**src/rtl/fu_op_tracker.sv**
```systemverilog
// fu_op_tracker: fu_op class decode and per-slot in-flight class tracker.
// Define FU_OP_TRACKER_FPU_EN to decode FP load/store/arith codes 81-121.
module fu_op_tracker #(
  parameter int unsigned NR_SB_ENTRIES = 8,
  parameter int unsigned TRANS_ID_BITS = $clog2(NR_SB_ENTRIES),
  parameter int unsigned OP_W          = 7,
  parameter int unsigned MAX_SPEC_BR   = 4,
  parameter int unsigned CNT_W         = $clog2(NR_SB_ENTRIES+1)
) (
  input  logic                     clk_i,
  input  logic                     rst_ni,
  input  logic                     flush_i,
  input  logic                     issue_valid_i,
  output logic                     issue_ready_o,
  input  logic [OP_W-1:0]          issue_op_i,
  input  logic [TRANS_ID_BITS-1:0] issue_trans_id_i,
  input  logic                     retire_valid_i,
  input  logic [TRANS_ID_BITS-1:0] retire_trans_id_i,
  output logic                     class_valid_o,
  output logic [2:0]               class_o,
  output logic [TRANS_ID_BITS-1:0] class_trans_id_o,
  output logic                     illegal_o,
  output logic                     retire_err_o,
  output logic [8*CNT_W-1:0]       pending_cnt_o,
  output logic                     any_pending_o,
  output logic                     br_full_o
);

  localparam logic [2:0] C_OTHER  = 3'd0;
  localparam logic [2:0] C_BRANCH = 3'd1;
  localparam logic [2:0] C_JUMP   = 3'd2;
  localparam logic [2:0] C_LOAD   = 3'd3;
  localparam logic [2:0] C_STORE  = 3'd4;
  localparam logic [2:0] C_AMO    = 3'd5;
  localparam logic [2:0] C_MULDIV = 3'd6;
  localparam logic [2:0] C_FPU    = 3'd7;

  logic [NR_SB_ENTRIES-1:0] occ;
  logic [2:0]               cls [NR_SB_ENTRIES];
  logic [CNT_W-1:0]         cnt [8];
  logic [CNT_W-1:0]         cnt_nxt [8];

  int unsigned op_v;
  logic [2:0]  dec_cls;
  logic        dec_ill;
  logic        is_br;
  logic [CNT_W:0] br_cnt;
  logic        accept;
  logic        retire_hit;
  logic [2:0]  ret_cls;

  assign op_v = 32'(issue_op_i);

  always_comb begin
    dec_cls = C_OTHER;
    dec_ill = 1'b0;
    unique case (1'b1)
      op_v inside {[0:12], [20:34]}:     dec_cls = C_OTHER;
      op_v inside {[13:18]}:             dec_cls = C_BRANCH;
      op_v == 19:                        dec_cls = C_JUMP;
      op_v inside {35, 37, 38, 40, 41, 43, 45}:
                                         dec_cls = C_LOAD;
      op_v inside {36, 39, 42, 44}:      dec_cls = C_STORE;
      op_v inside {[46:67]}:             dec_cls = C_AMO;
      op_v inside {[68:80]}:             dec_cls = C_MULDIV;
`ifdef FU_OP_TRACKER_FPU_EN
      op_v inside {[81:84]}:             dec_cls = C_LOAD;
      op_v inside {[85:88]}:             dec_cls = C_STORE;
      op_v inside {[89:121]}:            dec_cls = C_FPU;
`endif
      default: begin
        dec_cls = C_OTHER;
        dec_ill = 1'b1;
      end
    endcase
  end

  assign is_br  = (dec_cls == C_BRANCH) || (dec_cls == C_JUMP);
  assign br_cnt = {1'b0, cnt[1]} + {1'b0, cnt[2]};
  assign br_full_o = (br_cnt == (CNT_W+1)'(MAX_SPEC_BR));

  assign issue_ready_o = !flush_i && !occ[issue_trans_id_i]
                         && !(is_br && br_full_o);
  assign accept     = issue_valid_i && issue_ready_o;
  assign retire_hit = retire_valid_i && occ[retire_trans_id_i] && !flush_i;
  assign ret_cls    = cls[retire_trans_id_i];

  // Issue and retire of the same class in one cycle cancel out.
  always_comb begin
    for (int k = 0; k < 8; k++) begin
      cnt_nxt[k] = cnt[k];
      if (accept && dec_cls == 3'(k))
        cnt_nxt[k] = cnt_nxt[k] + CNT_W'(1);
      if (retire_hit && ret_cls == 3'(k))
        cnt_nxt[k] = cnt_nxt[k] - CNT_W'(1);
    end
`ifndef FU_OP_TRACKER_FPU_EN
    cnt_nxt[7] = '0;
`endif
  end

  always_ff @(posedge clk_i or negedge rst_ni) begin
    if (!rst_ni) begin
      occ <= '0;
      for (int i = 0; i < NR_SB_ENTRIES; i++) cls[i] <= C_OTHER;
      for (int k = 0; k < 8; k++) cnt[k] <= '0;
    end else if (flush_i) begin
      occ <= '0;
      for (int k = 0; k < 8; k++) cnt[k] <= '0;
    end else begin
      if (retire_hit) occ[retire_trans_id_i] <= 1'b0;
      if (accept) begin
        occ[issue_trans_id_i] <= 1'b1;
        cls[issue_trans_id_i] <= dec_cls;
      end
      for (int k = 0; k < 8; k++) cnt[k] <= cnt_nxt[k];
    end
  end

  always_ff @(posedge clk_i or negedge rst_ni) begin
    if (!rst_ni) begin
      class_valid_o    <= 1'b0;
      class_o          <= C_OTHER;
      class_trans_id_o <= '0;
      illegal_o        <= 1'b0;
      retire_err_o     <= 1'b0;
    end else begin
      class_valid_o <= accept;
      if (accept) begin
        class_o          <= dec_cls;
        class_trans_id_o <= issue_trans_id_i;
        illegal_o        <= dec_ill;
      end
      retire_err_o <= retire_valid_i && !occ[retire_trans_id_i] && !flush_i;
    end
  end

  for (genvar k = 0; k < 8; k++) begin : g_cnt
    assign pending_cnt_o[k*CNT_W +: CNT_W] = cnt[k];
  end

  assign any_pending_o = |occ;

endmodule

```
**config.mk**
```make
export PLATFORM = sky130hd
export DESIGN_NAME = fu_op_tracker
export DESIGN_NICKNAME = d
export VERILOG_FILES = /design/src/rtl/fu_op_tracker.sv
export SDC_FILE = /design/constraint.sdc
export NUM_CORES = 1
export LEC_CHECK = 0
export BUFFER_PORTS_ARGS = -buffer_cell sky130_fd_sc_hd__buf_2
export CORE_AREA = 2 2 84 102
export DETAILED_ROUTE_END_ITERATION = 10
export DIE_AREA = 0 0 86 104
export PLACE_DENSITY = 0.8
export SLEW_MARGIN = 20
export SYNTH_ARGS = -nofsm -noshare
export SYNTH_HDL_FRONTEND = slang
export SYNTH_SLANG_ARGS = --single-unit
```
**constraint.sdc**
```tcl
create_clock -name clk_i -period 9.5 [get_ports clk_i]
set_input_delay 0.95 -clock clk_i [delete_from_list [all_inputs] [get_ports clk_i]]
set_output_delay 0.95 -clock clk_i [all_outputs]
set_load 0.005 [all_outputs]
```
# == Word-level counts from Yosys, hierarchy flattened ==
# Index checks and enable logic that the tools add are counted.
# word_totals
reg_bits,73
inputBits,18
output_inout_bits,44
word_cells,163
# op_classes
n_addsub,15
order_cmp,17
n_eq_ne,25
muxes,35
bitwise_logic,6
reduce_logical,43
# ops
operator,count
7-bit by 6-bit equality test with 1-bit output (second input constant),11
4-bit 2-to-1 mux,14
32-bit 2-to-1 mux,1
8-bit 2-to-1 mux,4
1-bit logical AND,30
4-bit by 1-bit adder with 4-bit output (second input constant),7
4-bit by 1-bit subtractor with 4-bit output (second input constant),7
24-bit bitwise mux,1
3-bit equality test (second input constant),6
3-bit one-hot mux with 6 select lines,1
7-bit less-or-equal comparator (second input constant),2
3-bit by 2-bit equality test with 1-bit output (second input constant),4
3-bit binary-select mux with 3-bit select,1
3-bit demux with 3-bit select,1
3-bit 2-to-1 mux,3
8-bit AND,1
4-bit greater-or-equal comparator (second input constant),2
3-bit by 4-bit less-than comparator with 1-bit output (second input constant),2
3-bit inverter with 4-bit output,2
8-bit inverter,1
8-bit OR,1
8-bit OR reduction,1
7-bit by 5-bit equality test with 1-bit output (second input constant),1
7-bit by 1-bit greater-or-equal comparator with 1-bit output (second input constant),1
24 further kinds,36

# == Logic depth before layout (Yosys ltp) ==
# Gate-level depths: netlist (run 1).
# depth
word_depth,14
depth_mapped,16
mapped_depth_nobuf,14

# == Least setup slack after synthesis (run 1) ==
# Ideal clock, no wire load.
# synth_timing
kind,input port to flip-flop
startpoint,in issue_op_i[3]
endpoint,"reg cnt, in the netlist pending_cnt_o[6]"
setup_ns,0.086
arrival_time_ns,3.377
t_required_ns,9.414
slack_ns,6.036
path_stages,14
path_buffers,3
path_cell_list,buf_4 > or3b_4 > o31a_1 > or4b_4 > buf_6 > nand2_8 > buf_12 > nor3_2 > xnor2_1 > ha_1 > nand3_1 > xnor2_1 > and3_1 > nor3_1
# synth_between
elab_chain_cells,14
elab_cells_between_ends,36
cone_classes,1 x add/sub; 6 x order compare; 14 x eq/ne; 4 x mux; 11 x reduce/logical
# synth_lines
element,line_no,source
start: declaration,15,"input logic [OP_W-1:0] issue_op_i,"
7-bit greater-or-equal comparator (tied with other cells),65,op_v inside {[68:80]}: dec_cls = C_MULDIV;
1-bit logical AND (tied with other cells),65,
3-bit one-hot mux with 6 select lines (*),57,unique case (1'b1)
3-bit by 1-bit equality test with 1-bit output / 3-bit by 2-bit equality test with 1-bit output (equally long branches),"78, 92",
1-bit logical OR,78,assign is_br = (dec_cls == C_BRANCH) || (dec_cls == C_JUMP);
1-bit logical AND,83,&& !(is_br && br_full_o);
1-bit logical NOT,83,
1-bit logical AND,83,
1-bit logical AND,84,assign accept = issue_valid_i && issue_ready_o;
1-bit logical AND (*),92,if (accept && dec_cls == 3'(k))
4-bit 2-to-1 mux (*),92,
4-bit by 1-bit subtractor with 4-bit output,95,cnt_nxt[k] = cnt_nxt[k] - CNT_W'(1);
4-bit 2-to-1 mux (*),94,if (retire_hit && ret_cls == 3'(k))
32-bit 2-to-1 mux (*),107,end else if (flush_i) begin
end: declaration,40,logic [CNT_W-1:0] cnt [8];
# Mark *: on every way between the ends. The rest lies on a longest branch, timed or not.
# A chain may end at the register's enable or synchronous reset.

# == Worst setup path after layout (run 1) ==
# layout_timing
startpoint,"reg cnt, in the netlist pending_cnt_o[4]"
endpoint,out issue_ready_o
# layout_between
elab_chain_cells,5
# layout_lines
element,line_no,source
4-bit by 4-bit adder with 5-bit output,79,"assign br_cnt = {1'b0, cnt[1]} + {1'b0, cnt[2]};"
5-bit by 3-bit equality test with 1-bit output,80,assign br_full_o = (br_cnt == (CNT_W+1)'(MAX_SPEC_BR));
1-bit logical AND,83,
1-bit logical NOT,83,
1-bit logical AND,83,
end: declaration,14,"output logic issue_ready_o,"
# No other way between the ends.

==> results.toml, run 1 <==
[critical_path]
cpPeakStageDelay_ns = 0.60
worst_ep_required_time_ns = 8.55
ff2ff_path_depth = 14
reg2reg_from = "pending_cnt_o[4]"
slowest_stage = "or4b_4"
cp-end-kind = "output port"
path_max_fanout = 8
rrSetupSlack_ns = 5.80
r2r_end = "pending_cnt_o[6]"
worstSetupPathType = "register to output port"
worst_setup_path_start_kind = "register"
crit_chain = "ha_1, inv_1, fa_1, nor4b_1, o211ai_1, or4b_4, and2_1, buf_2"
crit_arrival_ns = 2.98

[placement]
place_hpwl_um = 7750
gp_congestion = 0.875
io_buffers = 57
dpl_cell_area_um2 = 4890

[layout]
fin_util_pct = 64.0
multi_input_area_um2 = 2700
area_delta_synth_final_pct = 9.80
n_antenna_cell = 0
design_area_um2 = 5100
regArea_um2 = 1730
drive_gt1_share_pct = 22.0
nNetsFinal = 565
fill_cells = 651

[synth]
ys_ff_latch = 69
synth_seq_area_share_pct = 37.1
yosysMostFrequentCell = "dfrtp_1"
yosysWarnings = 0
synth.distinct_cells = 74
synthTopCellsByArea = "dfrtp_1 37%, xnor2_1 5.8%, nand2_1 4.3%, nor2_1 3.9%, ha_1 3.8%"
ys_top_cells_by_count = "69 x dfrtp_1, 53 x nand2_1, 48 x nor2_1"
synth_edf_count = 0
syn_area_per_cell_um2 = 9.51
syn_area_um2 = 4650
synth_top_cell_by_area = "dfrtp_1"
async_reset_ff_share_pct = 100
synth_top_cell_area_share_pct = 37.1
synth_cells = 489
ys.flop_type = "dfrtp_1"

[global_routing]
grt_pass1_vias = 3690
grt_max_degree = 70
grt.total_usage_pct = 24.7
grt_overflow = 0
grt_pass1_wl_um = 17400
antenna_found_initial = 0

[detailed_routing]
antenna_left = 0
drc = 0
vias = 3781
firstDrtPassIters = 4
finalWirelength_um = 10700
drt-wirelength-per-cell_um = 17.0
vias_per_cell = 5.98
first_iter_violations = 208

[floorplanning]
ios = 62
coreArea_um2 = 7970
num_rows = 36
fp.dieH_um = 104
die_area_um2 = 8940
initial_utilization_pct = 58.3
die_w_um = 86

[outcome]
outcome = "complete, no violations"

[sta]
finalCritPeriodShare_pct = 41.4
worst_pin_slew_ns = 0.943
finalSetupViolations = 0
finalHoldViolations = 0
setup_tns_ns = 0
rsz0062_at_grt = "no"
report.final.slew_viol_count = 0
fmax_ghz = 0.254
skew_ns = 0.00857
relSlewSlack_pct = 36.3
layout_min_cycle_time_ns = 3.93

[clocking]
clkSinkCount = 69
ctsResizeCount = 0
clock_path_buffers = 2
cts_hold_buffers = 0
htree_levels = 3
path_clk_slew_ns = 0.07
numCtsBuffers = 9
clkLatencyLatePin_ns = 0.36
cts_setup_buffers = 0
cts_tree = "done"
cts_root_buf = "clkbuf_8"

[pwr]
power.density_nw_per_um2 = 143
p_leak_nw = 2.32
ir_drop_v = 0.000104
power.total_mw = 0.728

[min_path]
hold_depth = 2
hp-class = "register to register"
hold_path_end = "class_trans_id_o[0]"
hp-start = "class_trans_id_o[0]"

[job]
drv_cap = 0
## power breakdown
part | internal (mW) | switching (mW) | total [mW]
Clock | 0.147 | 0.112 | 0.259
Sequential | 0.324 | 0.0203 | 0.344
Combinational | 0.0519 | 0.0737 | 0.126
## final cells by class
cell class	count	share of cell area [%]
multi-input cells	381	53.0
repair buffers	60	6.03
flip-flops and latches	69	33.8
inverters	11	0.809
clock inverters	5	1.47
clock buffers	11	2.57
well taps	95	2.33
## worst max-delay path, delay by kind of cell (launching register included)
| family | cells | cell delay, ns |
|---|---|---|
| fa+ha+maj | 2 | 0.70 |
| compound gates | 1 | 0.16 |
| buf+inv | 2 | 0.18 |
| flops | 1 | 0.47 |
| simple gates | 3 | 1.10 |
## routing by layer
layer | GRT usage [%] | vias up | part of all wire [%]
li1 | - | 1823 | -
met1 | 29.4 | 1853 | 40
met2 | 43.4 | 88 | 53
met3 | 5.00 | 17 | 3.9
met4 | 9.30 | 0 | 2.7
met5 | 0 | - | 0
## per-stage QoR
stage	hold slack, ns	setup WS [ns]	cells
detailed placement	0.461	5.58	616
global placement	0.457	5.71	616
CTS	0.479	5.52	632
floorplan	0.445	6.04	492
global route	0.506	5.38	632
finish	0.475	5.57	632
## cells in the final DEF (no fill, tap or decap), types with 3 or more instances in the layout
cell type	n
buf_2	57
a211oi_1	6
inv_1	10
nor4_1	5
nor3b_1	7
xnor2_1	31
and3_1	12
o21ai_0	20
a21oi_1	21
nand4_1	3
clkbuf_8	9
nor4b_1	3
and2_1	5
nand2_1	53
nand4b_1	5
nor2b_1	5
dfrtp_1	69
clkinv_2	3
a31o_2	3
nor2_1	48
mux4_2	7
mux2_2	6
or3_1	6
xor2_1	9
buf_4	3
ha_1	14
or2_2	4
nor3_1	5
nand3b_1	6
or3b_2	5
mux2i_1	17
nand3_1	23
conb_1	4
## logic make-up after synthesis
family | synth area share, %
buf+inv | 5.09
xor+xnor | 7.54
simple gates | 25.7
fa+ha+maj | 4.20
flops | 37.1
mux | 8.51
compound gates | 11.7
other cells | 0.0807
## registers in the layout (all words and copies together) (netlist names)
name / cells
retire_err_o: 1
class_o: 3
class_trans_id_o: 3
class_valid_o: 1
illegal_o: 1
pending_cnt_o: 28
cls: 24
occ: 8
## worst max-delay path by stage
| stage | start | end | slack (ns) | cells after the start |
|---|---|---|---|---|
| floorplan | issue_op_i[3] | pending_cnt_o[6] | 6.04 | 14 |
| global placement | flush_i | pending_cnt_o[6] | 5.71 | 11 |
| finish | pending_cnt_o[4] | issue_ready_o | 5.57 | 8 |
| global route | pending_cnt_o[4] | issue_ready_o | 5.38 | 8 |
| CTS | pending_cnt_o[4] | issue_ready_o | 5.52 | 8 |
| detailed placement | flush_i | pending_cnt_o[6] | 5.58 | 11 |
No activity file was read; power rests on OpenSTA's default activity.
==> inputs of run 2 (changes only) <==
--- a/config.mk
+++ b/config.mk
@@ -6,10 +6,10 @@
 export NUM_CORES = 1
 export LEC_CHECK = 0
 export BUFFER_PORTS_ARGS = -buffer_cell sky130_fd_sc_hd__buf_2
-export CORE_AREA = 2 2 84 102
+export CORE_AREA = 2 2 85 103
 export DETAILED_ROUTE_END_ITERATION = 10
-export DIE_AREA = 0 0 86 104
-export PLACE_DENSITY = 0.8
+export DIE_AREA = 0 0 87 105
+export PLACE_DENSITY = 0.78
 export SLEW_MARGIN = 20
 export SYNTH_ARGS = -nofsm -noshare
 export SYNTH_HDL_FRONTEND = slang
==> constraint.sdc (replaced) <==
create_clock -name clk_i -period 3.64 [get_ports clk_i]
set_input_delay 0.364 -clock clk_i [delete_from_list [all_inputs] [get_ports clk_i]]
set_output_delay 0.364 -clock clk_i [all_outputs]
set_load 0.005 [all_outputs]
==> run 2 against run 1 <==
  * Worst setup slack worse by 5.4 ns
  * Wire length increased by 2.4%
  * Via count up 2.6%
  * Clock-buffer cell count grew 1
  * Sequential cell count unchanged
  * Clock power up 100%
  * First-iteration DRC count up 43%
  * Combinational power rose to 2.7 times the previous value
  * Global-route usage barely moved
==> results.toml, run 2 (synthesis gave the netlist of run 1 again) <==
[outcome]
outcome = "complete, no violations"

[sta]
finalCritPeriodShare_pct = 94.6
worst_pin_slew_ns = 0.890
fmax_ghz = 0.290
finalHoldViolations = 0
rsz0062_at_grt = "no"
whs_ns = 0.280
skew_ns = 0.00944
finalSetupViolations = 0
relSlewSlack_pct = 40.5
layout_min_cycle_time_ns = 3.44
report.final.slew_viol_count = 0
setup_tns_ns = 0

[floorplanning]
die_w_um = 87
fp.dieH_um = 105
coreArea_um2 = 8060
num_rows = 36
die_area_um2 = 9140
initial_utilization_pct = 57.7
ios = 62

[detailed_routing]
vias = 3880
firstDrtPassIters = 4
antenna_left = 0
first_iter_violations = 298
drt-wirelength-per-cell_um = 17.1
vias_per_cell = 6.04
finalWirelength_um = 11000
drc = 0

[global_routing]
grt_overflow = 0
grt_pass1_vias = 3721
grt_max_degree = 66
antenna_found_initial = 0
grt.total_usage_pct = 24.7
grt_pass1_wl_um = 17900

[clocking]
numCtsBuffers = 9
cts_tree = "done"
clock_path_buffers = 2
clkSinkCount = 69
htree_levels = 3
clkLatencyLatePin_ns = 0.34
cts_root_buf = "clkbuf_8"
path_clk_slew_ns = 0.07

[critical_path]
rrSetupSlack_ns = 0.20
crit_chain = "ha_1, inv_1, fa_1, nor4b_2, o211ai_1, or4b_4, nand2_8, nor3_2, mux2i_1, ha_1, nand3_1, xnor2_1, and3_1, nor3_1"
critPathBufInv = 1
worstSetupPathType = "register to register"
cpPeakStageDelay_ns = 0.60
cp-end-kind = "register"
worst_setup_path_start_kind = "register"
worst_ep_required_time_ns = 3.90
startpoint = "pending_cnt_o[4]"
cp_top_family = "simple AND/OR/NAND/NOR gates"
ff2ff_path_depth = 14
path_max_fanout = 10
crit_top_cell = "ha_1"
slowest_stage = "or4b_4"
reg2reg_from = "pending_cnt_o[4]"
r2r_end = "pending_cnt_o[6]"
crit_arrival_ns = 3.70

[placement]
placed_cells = 623
place_hpwl_um = 7980
io_buffers = 57
dpl_cell_area_um2 = 4940
gp_congestion = 0.881

[layout]
drive_gt1_share_pct = 23.4
largest_reg_flops = 28
design_area_um2 = 5150
area_delta_synth_final_pct = 10.8
final_common_cell = "dfrtp_1"
instances_no_fill = 642
n_antenna_cell = 0
fill_cells = 706
final_cell_mix = "69 x dfrtp_1, 57 x buf_2, 53 x nand2_1"
nNetsFinal = 577

[pwr]
ir_drop_v = 0.000285
p_leak_nw = 2.35
power.density_nw_per_um2 = 341
power.total_mw = 1.76

[min_path]
hp-class = "input port to register"
hold_path_end = "retire_err_o"
hold_depth = 2
hp-start = "retire_valid_i"

[job]
drv_cap = 0
run 2: power by group:
part | switching (mW) | total [mW] | internal (mW)
clock network | 0.281 | 0.521 | 0.239
registers | 0.0491 | 0.893 | 0.844
logic | 0.197 | 0.342 | 0.145
total | 0.528 | 1.76 | 1.23
run 2: repair_timing:
item	CTS	global route
endpoints found under the setup margin	0	4
setup buffers	0	3
hold endpoints to repair	4	0
gates resized for setup	0	3
hold buffers	1	0
run 2: worst max-delay path by stage:
stage / end / slack [ns] / depth (start not counted)
finish: pending_cnt_o[6] / 0.20 / 14
global route: pending_cnt_o[6] / 0.004 / 14
CTS: pending_cnt_o[6] / 0.1 / 14
detailed placement: pending_cnt_o[6] / 0.11 / 14
global placement: pending_cnt_o[6] / 0.34 / 14
floorplan: pending_cnt_o[6] / 0.29 / 16
run 2: cell type report:
cell class | instances | area (um2) | area share, %
clock buffers | 12 | 135 | 2.62
inverters | 11 | 41.3 | 0.801
repair buffers | 71 | 393 | 7.63
flip-flops and latches | 69 | 1730 | 33.5
clock inverters | 2 | 12.5 | 0.243
multi-input cells | 382 | 2730 | 52.9
well taps | 95 | 119 | 2.31
run 2: through the flow:
step	utilization, %	setup WS (ns)
after floorplan	-	0.288
after global placement	61.3	0.337
after detailed placement	61.3	0.113
after CTS	63.3	0.0987
after global routing	63.9	0.00362
final	63.9	0.197
run 2: worst register-to-register path, delay by kind of cell (launching register included):
family / cells / cell delay (ns)
simple gates: 7 / 1.51
mux: 1 / 0.24
compound gates: 1 / 0.15
fa+ha+maj: 3 / 0.86
xor+xnor: 1 / 0.15
flops: 1 / 0.37
buf+inv: 1 / 0.06
run 2: layer usage:
layer  wire, um  vias up  global-route usage [%]
li1           -     1858                       -
met1       4550     1919                    30.8
met2       5780       84                    41.8
met3        407       19                    3.87
met4        240        0                    10.2
met5          0        -                       0
==> inputs of run 3 (changes only) <==
--- a/config.mk
+++ b/config.mk
@@ -5,10 +5,11 @@
 export SDC_FILE = /design/constraint.sdc
 export NUM_CORES = 1
 export LEC_CHECK = 0
+export ABC_AREA = 1
 export BUFFER_PORTS_ARGS = -buffer_cell sky130_fd_sc_hd__buf_2
-export CORE_AREA = 2 2 85 103
+export CORE_AREA = 2 2 84 102
 export DETAILED_ROUTE_END_ITERATION = 10
-export DIE_AREA = 0 0 87 105
+export DIE_AREA = 0 0 86 104
 export PLACE_DENSITY = 0.78
 export SLEW_MARGIN = 20
 export SYNTH_ARGS = -nofsm -noshare
==> run 3 against run 2 <==
  * Sequential power increased by 1%
  * Sequential cell count unchanged
  * Power up 9.8%
  * Synthesized cell count increased by 30%
  * Core utilization fell by 0.36 points
  * Clock power grew 33%
  * Non-clock buffer count fell by 9
  * Clock-buffer cell count fell by 2
  * Synthesized area decreased by 3.4%
  * First-iteration DRC count up 3.0%
  * Final cell count is 24% higher
  * Largest power group unchanged
==> results.toml, run 3 <==
[floorplanning]
initial_utilization_pct = 56.3
coreArea_um2 = 7970
num_rows = 36
die_area_um2 = 8940
ios = 62
die_w_um = 86
fp.dieH_um = 104

[placement]
place_hpwl_um = 8280
gp_congestion = 0.919
placed_cells = 777
pre_cts_ws_ns = 0.610
io_buffers = 57
dpl_cell_area_um2 = 4840

[synth]
synth_top_cell_area_share_pct = 38.5
synthTopCellsByArea = "dfrtp_1 38%, nand2_1 15%, inv_1 6.6%, o21ai_0 5.2%, nor2_1 5.2%"
ys_ff_latch = 69
synth_top_cell_by_area = "dfrtp_1"
synth.distinct_cells = 37
synth_cells = 634
syn_area_um2 = 4490
yosysMostFrequentCell = "nand2_1"
ys_top_cells_by_count = "184 x nand2_1, 79 x inv_1, 69 x dfrtp_1"
yosysWarnings = 0
syn_area_per_cell_um2 = 7.08
ys.flop_type = "dfrtp_1"
synth_edf_count = 0
async_reset_ff_share_pct = 100
synth_seq_area_share_pct = 38.5

[min_path]
hp-class = "input port to register"
hold_depth = 3

[outcome]
outcome = "complete, no violations"

[clocking]
path_clk_slew_ns = 0.08
clock_path_buffers = 2
htree_levels = 3
numCtsBuffers = 9
clkSinkCount = 69
cts_setup_buffers = 0
clkLatencyLatePin_ns = 0.36
cts_root_buf = "clkbuf_8"
cts_tree = "done"

[sta]
setup_slack_ns = 0.555
fmax_ghz = 0.324
layout_min_cycle_time_ns = 3.09
report.final.slew_viol_count = 0
finalSetupViolations = 0
skew_ns = 0.0117
worst_pin_slew_ns = 0.664
setup_tns_ns = 0
finalHoldViolations = 0
finalCritPeriodShare_pct = 84.8
rsz0062_at_grt = "no"
whs_ns = 0.268
relSlewSlack_pct = 55.5

[global_routing]
use_met3_pct = 3.57
grt.met2_usage_pct = 44.9
grt_overflow = 0
grt_busiest_layer = "met2"
met1_usage_pct = 32.2
grt_max_degree = 29
grt_pass1_vias = 4133
antenna_found_initial = 0
grt_pass1_wl_um = 18700
grt.total_usage_pct = 26.1

[detailed_routing]
antenna_left = 0
vias_per_cell = 5.38
drt-wirelength-per-cell_um = 13.8
firstDrtPassIters = 7
vias = 4272
first_iter_violations = 307
finalWirelength_um = 11000
drc = 0

[critical_path]
rrSetupSlack_ns = 0.55
worst_ep_required_time_ns = 3.90
crit_end = "pending_cnt_o[9]"
startpoint = "pending_cnt_o[8]"
r2r_end = "pending_cnt_o[9]"
path_max_fanout = 22
worst_setup_path_start_kind = "register"
crit_arrival_ns = 3.34
cp-end-kind = "register"
reg2reg_from = "pending_cnt_o[8]"
worstSetupPathType = "register to register"
ff2ff_path_depth = 16

[layout]
final_common_cell = "nand2_1"
final_cell_mix = "184 x nand2_1, 79 x inv_1, 69 x dfrtp_1"
largest_reg_flops = 28
drive_gt1_share_pct = 14.4
nNetsFinal = 727
regArea_um2 = 1730
instances_no_fill = 794
design_area_um2 = 5070
fill_cells = 709
fin_util_pct = 63.5
multi_input_area_um2 = 2370
n_antenna_cell = 0
area_delta_synth_final_pct = 12.8

[pwr]
net-switching-power_mw = 0.575
p_int_mw = 1.35
clockPowerShare_pct = 35.9
power.total_mw = 1.93
ir_drop_v = 0.000422
swShare_pct = 29.8
seq_power_share_pct = 46.9
combPwrFrac_pct = 17.2
power.density_nw_per_um2 = 381
p_leak_nw = 2.68

[job]
drv_cap = 0
run 3: changes by cell type in the layout (fill, tap and decap cells not counted), moves of 10 or more:
cell / change
a21oi_1: +12
inv_1: +69
xnor2_1: -26
and3_1: -12
o21ai_0: +27
nand3_1: +22
nor2_1: +14
nand2_1: +131
mux2i_1: -16
nand4_1: +10
run 3: worst max-delay path, stage by stage (launching register included):
cell and delay [ns]:
dfrtp_1 0.45, ha_1 0.22, inv_1 0.06, fa_1 0.49, nand2_1 0.05, nor2_1 0.10, nand2_1 0.06, a21oi_1 0.18
nand2_2 0.17, nand3_4 0.35, nor2_2 0.07, o21ai_1 0.23, inv_1 0.08, ha_1 0.28, nand2_1 0.05, o211ai_1 0.09
inv_1 0.06
run 3: final cells by class:
type,count,share of cell area [%]
Multi-Input combinational cell,469,46.8
Clock buffer,10,2.52
Clock inverter,6,1.73
Sequential cell,69,34.1
Tap cell,95,2.35
Inverter,83,6.15
Timing Repair Buffer,62,6.42
run 3: logic make-up after synthesis:
kind of cell / share of synthesized area [%]
buffers and inverters: 9.03
AO/OA/AOI/OAI: 13.0
other: 0.0835
AND/OR/NAND/NOR: 32.6
adder cells (fa/ha/maj): 4.35
flip-flops: 38.5
XOR/XNOR: 2.54
run 3: what timing repair did:
item | 4_1_cts | 5_1_grt
hold endpoints to repair | 20 | 0
hold buffers | 1 | 0
endpoints found under the setup margin | 0 | 0
gates resized for setup | 0 | 0
run 3: worst min path at each step:
stage | startpoint | endpoint | slack (ns)
after detailed placement | rst_ni | pending_cnt_o[4] | 0.36
after CTS | retire_valid_i | retire_err_o | 0.26
final | retire_valid_i | retire_err_o | 0.27
after floorplan | rst_ni | class_o[0] | 0.07
after global routing | retire_valid_i | retire_err_o | 0.29
after global placement | rst_ni | pending_cnt_o[4] | 0.36
run 3: per-layer routing:
metal | wire (um) | vias up
met5 | 0 | -
met4 | 245 | 0
met3 | 512 | 24
met2 | 5560 | 119
met1 | 4640 | 1969
li1 | - | 2160
run 3: power by group through the flow:
stage | sequential (mW) | clock [mW] | combinational (mW)
after floorplan | 0.910 | 0 | 0.220
after global placement | 0.916 | 0 | 0.321
after detailed placement | 0.919 | 0 | 0.329
after CTS | 0.905 | 0.701 | 0.331
after global routing | 0.913 | 0.732 | 0.381
final | 0.905 | 0.692 | 0.331
